$ cat config.mk
export PLATFORM = sky130hd
export DESIGN_NAME = rom_arbiter
export DESIGN_NICKNAME = d
export VERILOG_FILES = /design/src/rtl/rom_arbiter_pkg.sv /design/src/rtl/rom_arb_pick.sv /design/src/rtl/rom_arbiter.sv
export SDC_FILE = /design/constraint.sdc
export NUM_CORES = 1
export LEC_CHECK = 0
export ABC_AREA = 1
export CORE_MARGIN = 2
export CORE_UTILIZATION = 42
export CTS_BUF_LIST = sky130_fd_sc_hd__clkbuf_16
export CTS_CLUSTER_SIZE = 16
export DETAILED_ROUTE_END_ITERATION = 10
export PLACE_DENSITY = 0.75
export SETUP_SLACK_MARGIN = 0.3
export SLEW_MARGIN = 20
export SYNTH_ARGS = -nofsm -noshare
export SYNTH_HDL_FRONTEND = slang
export SYNTH_SLANG_ARGS = --single-unit
$ cat constraint.sdc
create_clock -name clk -period 1.8 [get_ports clk]
set_input_delay 0.18 -clock clk [delete_from_list [all_inputs] [get_ports clk]]
set_output_delay 0.18 -clock clk [all_outputs]
set_load 0.01 [all_outputs]
$ cat src/rtl/rom_arbiter_pkg.sv
// Shared constants and types for the ROM read arbiter.
package rom_arbiter_pkg;

  localparam int unsigned ADDR_WIDTH_DEF  = 3;
  localparam int unsigned DATA_WIDTH_DEF  = 32;
  localparam int unsigned GRANT_CNT_WIDTH = 16;

  localparam bit PORT_FETCH = 1'b0;
  localparam bit PORT_LOAD  = 1'b1;

  // One outstanding ROM read: valid flag plus the port that will receive it.
  typedef struct packed {
    logic vld;
    logic id;
  } infl_t;

endpackage

$ cat src/rtl/rom_arb_pick.sv
// Two-requester grant selection: fixed priority to port 0, or round-robin
// against last_grant when RR_EN is set. Produces a one-hot (or zero) grant.
module rom_arb_pick #(
  parameter bit RR_EN = 1'b0
) (
  input  logic [1:0] valid,
  input  logic       last_grant,
  output logic [1:0] grant
);

  logic port1_turn;

  // Port 1 wins a tie only in round-robin mode after port 0 was served last.
  assign port1_turn = RR_EN && !last_grant;

  always_comb begin
    grant = 2'b00;
    if (valid[0] && !(valid[1] && port1_turn)) begin
      grant = 2'b01;
    end else if (valid[1]) begin
      grant = 2'b10;
    end
  end

endmodule

$ cat src/rtl/rom_arbiter.sv
// Arbitrates two read ports onto one registered-read ROM and returns data to
// the issuing port one cycle later. Define ROM_ARB_RR_EN for round-robin.
module rom_arbiter
  import rom_arbiter_pkg::*;
#(
  parameter int unsigned ADDR_WIDTH = ADDR_WIDTH_DEF,
  parameter int unsigned DATA_WIDTH = DATA_WIDTH_DEF
) (
  input  logic                       clk,
  input  logic                       rst_n,
  input  logic                       req0_valid,
  input  logic [ADDR_WIDTH-1:0]      req0_addr,
  output logic                       req0_ready,
  output logic                       rsp0_valid,
  output logic [DATA_WIDTH-1:0]      rsp0_data,
  input  logic                       req1_valid,
  input  logic [ADDR_WIDTH-1:0]      req1_addr,
  output logic                       req1_ready,
  output logic                       rsp1_valid,
  output logic [DATA_WIDTH-1:0]      rsp1_data,
  output logic [ADDR_WIDTH-1:0]      rom_addr,
  input  logic [DATA_WIDTH-1:0]      rom_q,
  output logic [GRANT_CNT_WIDTH-1:0] grant_cnt
);

`ifdef ROM_ARB_RR_EN
  localparam bit RR_EN = 1'b1;
`else
  localparam bit RR_EN = 1'b0;
`endif

  logic [1:0]                 grant;
  logic                       pick_last;
  logic [ADDR_WIDTH-1:0]      sel_addr;

  infl_t                      infl_q, infl_d;
  logic [ADDR_WIDTH-1:0]      last_addr_q, last_addr_d;
  logic [DATA_WIDTH-1:0]      data0_q, data0_d;
  logic [DATA_WIDTH-1:0]      data1_q, data1_d;
  logic [GRANT_CNT_WIDTH-1:0] cnt_q, cnt_d;

  rom_arb_pick #(
    .RR_EN (RR_EN)
  ) u_pick (
    .valid      ({req1_valid, req0_valid}),
    .last_grant (pick_last),
    .grant      (grant)
  );

`ifdef ROM_ARB_RR_EN
  logic last_grant;

  // Remembers which port was served last; starts at 1 so port 0 wins first.
  always_ff @(posedge clk or negedge rst_n) begin
    if (!rst_n) begin
      last_grant <= 1'b1;
    end else if (|grant) begin
      last_grant <= grant[1];
    end
  end

  assign pick_last = last_grant;
`else
  assign pick_last = 1'b1;
`endif

  assign sel_addr   = grant[1] ? req1_addr : req0_addr;
  assign req0_ready = grant[0];
  assign req1_ready = grant[1];

  // Hold the last granted address when idle to avoid toggling the ROM bus.
  assign rom_addr   = (|grant) ? sel_addr : last_addr_q;

  assign rsp0_valid = infl_q.vld && (infl_q.id == PORT_FETCH);
  assign rsp1_valid = infl_q.vld && (infl_q.id == PORT_LOAD);
  assign rsp0_data  = rsp0_valid ? rom_q : data0_q;
  assign rsp1_data  = rsp1_valid ? rom_q : data1_q;
  assign grant_cnt  = cnt_q;

  always_ff @(posedge clk or negedge rst_n) begin
    if (!rst_n) begin
      infl_q      <= '0;
      last_addr_q <= '0;
      data0_q     <= '0;
      data1_q     <= '0;
      cnt_q       <= '0;
    end else begin
      infl_q      <= infl_d;
      last_addr_q <= last_addr_d;
      data0_q     <= data0_d;
      data1_q     <= data1_d;
      cnt_q       <= cnt_d;
    end
  end

  always_comb begin
    infl_d      = '0;
    last_addr_d = last_addr_q;
    data0_d     = data0_q;
    data1_d     = data1_q;
    cnt_d       = cnt_q;
    if (|grant) begin
      infl_d.vld  = 1'b1;
      infl_d.id   = grant[1];
      last_addr_d = sel_addr;
      cnt_d       = cnt_q + GRANT_CNT_WIDTH'(1);
    end
    if (rsp0_valid) data0_d = rom_q;
    if (rsp1_valid) data1_d = rom_q;
  end

endmodule
After elaboration in Yosys (flattened, before gate mapping)

Cells that the tools add are included.

Bits in registers: 85
Output and inout port bits: 87
Logic and storage cells: 18

Add/subtract/negate cells: 1
Multiplexer cells: 7
Bitwise gates (word level): 1
Reductions and logical operators: 3

Operators by type and width:

| operator                                       | number |
|---|---|
| two-way mux 32 bit                             | 2 |
| adder 16 x 1 -> 16 bit (second input constant) | 1 |
| two-way mux 2 bit                              | 3 |
| two-way mux 3 bit                              | 2 |
| logical AND 1 bit                              | 2 |
| OR reduction 2 bit                             | 1 |
| NOT 1 bit                                      | 1 |

Logic depth before layout (Yosys ltp)

Word-level depth: 4
Depth in mapped cells: 9
Depth with buffers taken out: 9

Modules after synthesis

A second synthesis with hierarchy kept.

Cell total of the unflattened synthesis: 373
Area total of the unflattened synthesis: 3468.3 um^2

Modules (own cells, without submodules):

| module       | times used | cells an instance | area an instance (um^2) | sequential area each (um^2) |
|---|---|---|---|---|
| rom_arbiter  | 1          | 370               | 3450.8                  | 2127.0 |
| rom_arb_pick | 1          | 3                 | 17.5                    | 0.0 |

Worst setup path before layout

OpenSTA, ideal clock, no wires.

Path type: register to output
From: reg infl_q[0] (netlist name)
To: out rsp0_data[11]
Arrival: 1239 ps
Path slack: 381 ps
Cell stages (with the launch flop): 5
Path buffers: 1
Cells stage by stage: dfrtp_1 nor2_1 inv_2 clkbuf_1 o21ai_0

Word-level cells in the longest chain between the ends: 3

Ends and longest elaborated chain:

| what                   | line              | text |
|---|---|---|
| start, declared        | rom_arbiter.sv:36 | `infl_t infl_q, infl_d;` |
| start signal, assigned | rom_arbiter.sv:88 | `infl_q <= infl_d;` |
| NOT 1 bit              | rom_arbiter.sv:74 | `assign rsp0_valid = infl_q.vld && (infl_q.id == PORT_FETCH);` |
| logical AND 1 bit      | rom_arbiter.sv:74 |  |
| named net rsp0_valid   | rom_arbiter.sv:14 | `output logic rsp0_valid,` |
| two-way mux 32 bit     | --                |  |
| end, declared          | rom_arbiter.sv:15 | `output logic [DATA_WIDTH-1:0] rsp0_data,` |

The timed path passes the listed nets, and every way through them passes these cells.

Worst setup path in the final report

From: reg infl_q[0] (netlist name)
To: out rsp0_data[18]

Word-level cells in the longest chain between the ends: 3

Ends and longest elaborated chain:

| what               | line |
|---|---|
| NOT 1 bit          | rom_arbiter.sv:74 |
| logical AND 1 bit  | rom_arbiter.sv:74 |
| two-way mux 32 bit | -- |

No other way between the ends.

==> results.md <==
* Status: finished, final reports clean
* Pint at 4.334 mW
* Share of cells above drive strength 1 at 0.3915
* Post-DP HPWL at between 5000 and 6000 µm
* Leak pwr at about 3 nW
* Crit path required time at 1.62 ns
* Yosys top cell by area: dfrtp_1
* Die span in x at 94 µm
* # clock sinks at between 80 and 90
* Final Skew at 0.008284 ns
* Worst EP arrival at 1.58 ns
* Met3 wire len at approximately 540 µm
* Worst setup margin at approximately 0.04 ns
* Drt drc at 0
* Non-Filler Cell Area, Final at 0.006031 mm²
* Routed length on met2 at between 5000 and 6000 µm
* ANT cells at 0
* Max Used Layer: met4
* Met1 wire length at roughly 4300 µm
* Pwr dens at between 1000 and 1500 mW/mm²
* Syn Nets at around 410
* Number of fillers in the final layout at between 500 and 600
* Post-synth EDFFs at 0
* Tcrit/Tclk final at 0.9777
* GRT overflow at 0
* Post-synthesis average cell area at 9.372 µm²
* Initial antenna violation count at 0
* Clk buf depth at 2
* Post-synth ARST share at 1.000
* Max cap viols at 0
* Root Buffer: clkbuf_16
* CP Buf/Inv Count at 4
* Comb pwr share at 0.294
* Mapped Cells at around 360
* # H-tree levels at 3
* DR pass1 iterations at 4
* Crit path launch: infl_q[0]
* Worst-Margin Slew at about 0.53 ns
* Synth unique cells at 23
* Setup WS pre-CTS at -0.09517 ns
* Final min period at 1.760 ns
* Final hold violations at 0
* Cts bufs inserted at 9
* Largest net degree at the start of global routing at 47
* Initial Utilization at 0.4357
* Die Footprint at slightly below 0.009 mm²
* Area post-placement at between 0.005 and 0.006 mm²
* Final setup TNS at 0 ns
* Peak supply drop at ~750 µV
* Final ANT Viol Nets at 0
* Core Footprint at ~0.008 mm²
* Prevailing post-synth register cell: dfrtp_1
* Crit. End Element: output port
* Detailed-route wire length at a little over 10,000 µm
* Clock Pin Slew Worst Setup and Hold Paths at about 0.070 ns
* Worst min-delay path category: in2async
* Area growth syn-to-layout at 77.27%
* Clock group share of total power at 0.322
* Max Slew Vio Count at 0
* Cell row count at 32
* Yosys reg bits at between 80 and 90
* Relative slew slack at 0.6454
* Sequential share of power at 0.384
* Initial DRC Count at roughly 100
* First-pass GRT wire length at between 10,000 and 15,000 µm
* Top cell type's share of synthesized area at 0.6252
* Critical path type: reg2out
* Via density at 4.810
* Peak Freq at ~570 MHz
* Seq/Total Area, Yosys at 0.6252
* Synth Warn # at 0
* Final setup viols at 0
* Switching power at 1.799 mW
* Clock latency on the worst-skew pair at ~0.33 ns
* CP peak stage delay at approximately 0.44 ns
* Port bufs at ~130
* DR WL/cell at ~16 µm
* Unrepaired setup endpoints after global routing: yes
* Vias at between 3,000 and 4,000
* Vias in the first global route at between 3,000 and 4,000
* Cell area after synthesis at ~0.0034 mm²
* Placer Congestion at around 0.84
* Most instantiated cells after synthesis: 108 x nand2_1, 85 x dfrtp_1, 58 x o21ai_0, 43 x inv_1, 11 x clkbuf_1
* Switch share at 0.2933
* RR Startpoint: grant_cnt[6]
* CP Max Fanout at 12
* Most frequent cell after synthesis: nand2_1
* GRT Total Usage at 0.2087
* Area contributors post-synth: dfrtp_1 63%, nand2_1 12%, o21ai_0 8.5%, inv_1 4.7%, xnor2_1 1.3%
* Slowest cell on the critical path: dfrtp_2
* Die Span Y at between 90 and 100 µm
* CTS tree: yes
* Nets at about 580
* Num ports at between 100 and 150
* Element type at the critical path start: flop
* Worst path cell trace: nor2_4, inv_4, buf_12, buf_16, o21ai_2, buf_2
* CP top delay family: buffers and inverters
-- flip-flops by register name, summed over array words and instances, names as in the netlist --
register and flops:
data0_q 32, data1_q 32, grant_cnt 16, infl_q 2, last_addr_q 3
-- layer usage --
metal | global-route usage | vias up
met5 | 0 | -
met4 | 0.06643 | 0
met3 | 0.04414 | 10
met2 | 0.3393 | 96
met1 | 0.2812 | 1506
li1 | - | 1495
-- final cells by class --
| cell class | instances | area (µm²) | area share |
|---|---|---|---|
| timing repair buffer | 179 | 1803 | 0.2990 |
| multi-input combinational | 216 | 1451 | 0.2407 |
| sequential | 85 | 2131 | 0.3533 |
| inverter | 48 | 196.4 | 0.03257 |
| clock inverter | 7 | 96.34 | 0.01598 |
| tap | 102 | 127.6 | 0.02116 |
| clock buffer | 9 | 225.2 | 0.03734 |
-- worst register-to-register path: cells and delay by family, from the launching register on --
kind | cells | cell delay (ns)
simple gates | 5 | 0.52
buf+inv | 3 | 0.39
flops | 1 | 0.39
-- power groups by stage --
stage / sequential, mW / combinational [mW] / clock, mW
5_1_grt: 2.38 / 1.94 / 2.10
3_5_place_dp: 2.39 / 1.48 / 0
3_3_place_gp: 2.38 / 1.44 / 0
4_1_cts: 2.35 / 1.59 / 2.01
6_report: 2.35 / 1.80 / 1.98
2_1_floorplan: 2.39 / 0.555 / 0
-- metrics by stage --
stage | util | hold WS, ns | std cells | power [mW]
global placement | 0.6433 | 0.1895 | 605 | 3.821
floorplan | - | -0.1156 | 363 | 2.940
CTS | 0.7173 | 0.4009 | 629 | 5.946
finish | 0.7724 | 0.4199 | 646 | 6.133
global route | 0.7724 | 0.4469 | 646 | 6.419
detailed placement | 0.6433 | 0.1946 | 605 | 3.865
-- layout by cell type (no fill, tap or decap) --
cell             netlist  layout
o21ai_2                0      22
clkdlybuf4s15_2        0      15
nor3_1                 1       1
inv_2                  3       3
nand4_1                5       5
bufinv_16              0       2
buf_16                 0       1
buf_2                  2      23
nand2_4                1       2
clkbuf_2               0       3
nand3b_1               2       2
nor2_4                 2       5
buf_12                 0       7
dfrtp_1               85      82
clkinv_2               0       2
nand2_2                0      15
o21ai_4                0      25
clkbuf_16              0      13
nand3_4                1       1
dlygate4sd2_1          0       6
inv_4                  0       1
dlygate4sd3_1          0       1
dlymetal6s2s_1         0       8
nand2_1              108      92
dfrtp_2                0       3
xnor2_1                5       5
clkdlybuf4s50_1        0      48
xor2_1                 4       4
o21ai_1                7      18
nor2_2                 4       3
buf_4                  1      31
bufinv_8               1       1
inv_1                 43      42
nand3_1                7       7
clkinv_1               1       1
buf_6                  0      32
inv_6                  0       3
nor2_1                10       8
ha_1                   1       1
-- path summary, 6_finish.rpt --
check,end,slack (ns),cells past startpoint
setup / recovery,rsp0_data[18],0.04,6
hold / removal,data0_q[29],0.42,2
setup reg to reg,grant_cnt[14],0.39,8
hold reg to reg,data1_q[23],0.47,2
max in group asynchronous,data1_q[14],0.76,3
min in group clk,last_addr_q[1],0.44,3
-- cells by family (layout without fill, tap and decap cells) --
group | Yosys count | in the layout | share of synthesized area
buffers and inverters | 62 | 243 | 0.07429
AO/OA/AOI/OAI | 65 | 65 | 0.09562
XOR/XNOR | 9 | 9 | 0.02317
adder cells (fa/ha/maj) | 1 | 1 | 0.003677
flip-flops | 85 | 85 | 0.6252
AND/OR/NAND/NOR | 141 | 141 | 0.1780
-- timing repair --
action,4_1_cts,5_1_grt
gates resized for setup,320,137
endpoints found under the setup margin,77,79
hold endpoints to repair,39,0
pin swaps,1,5
cloned,1,5
buffers inserted,6,12
hold buffers,1,0
(Power assumes the default switching activity.)
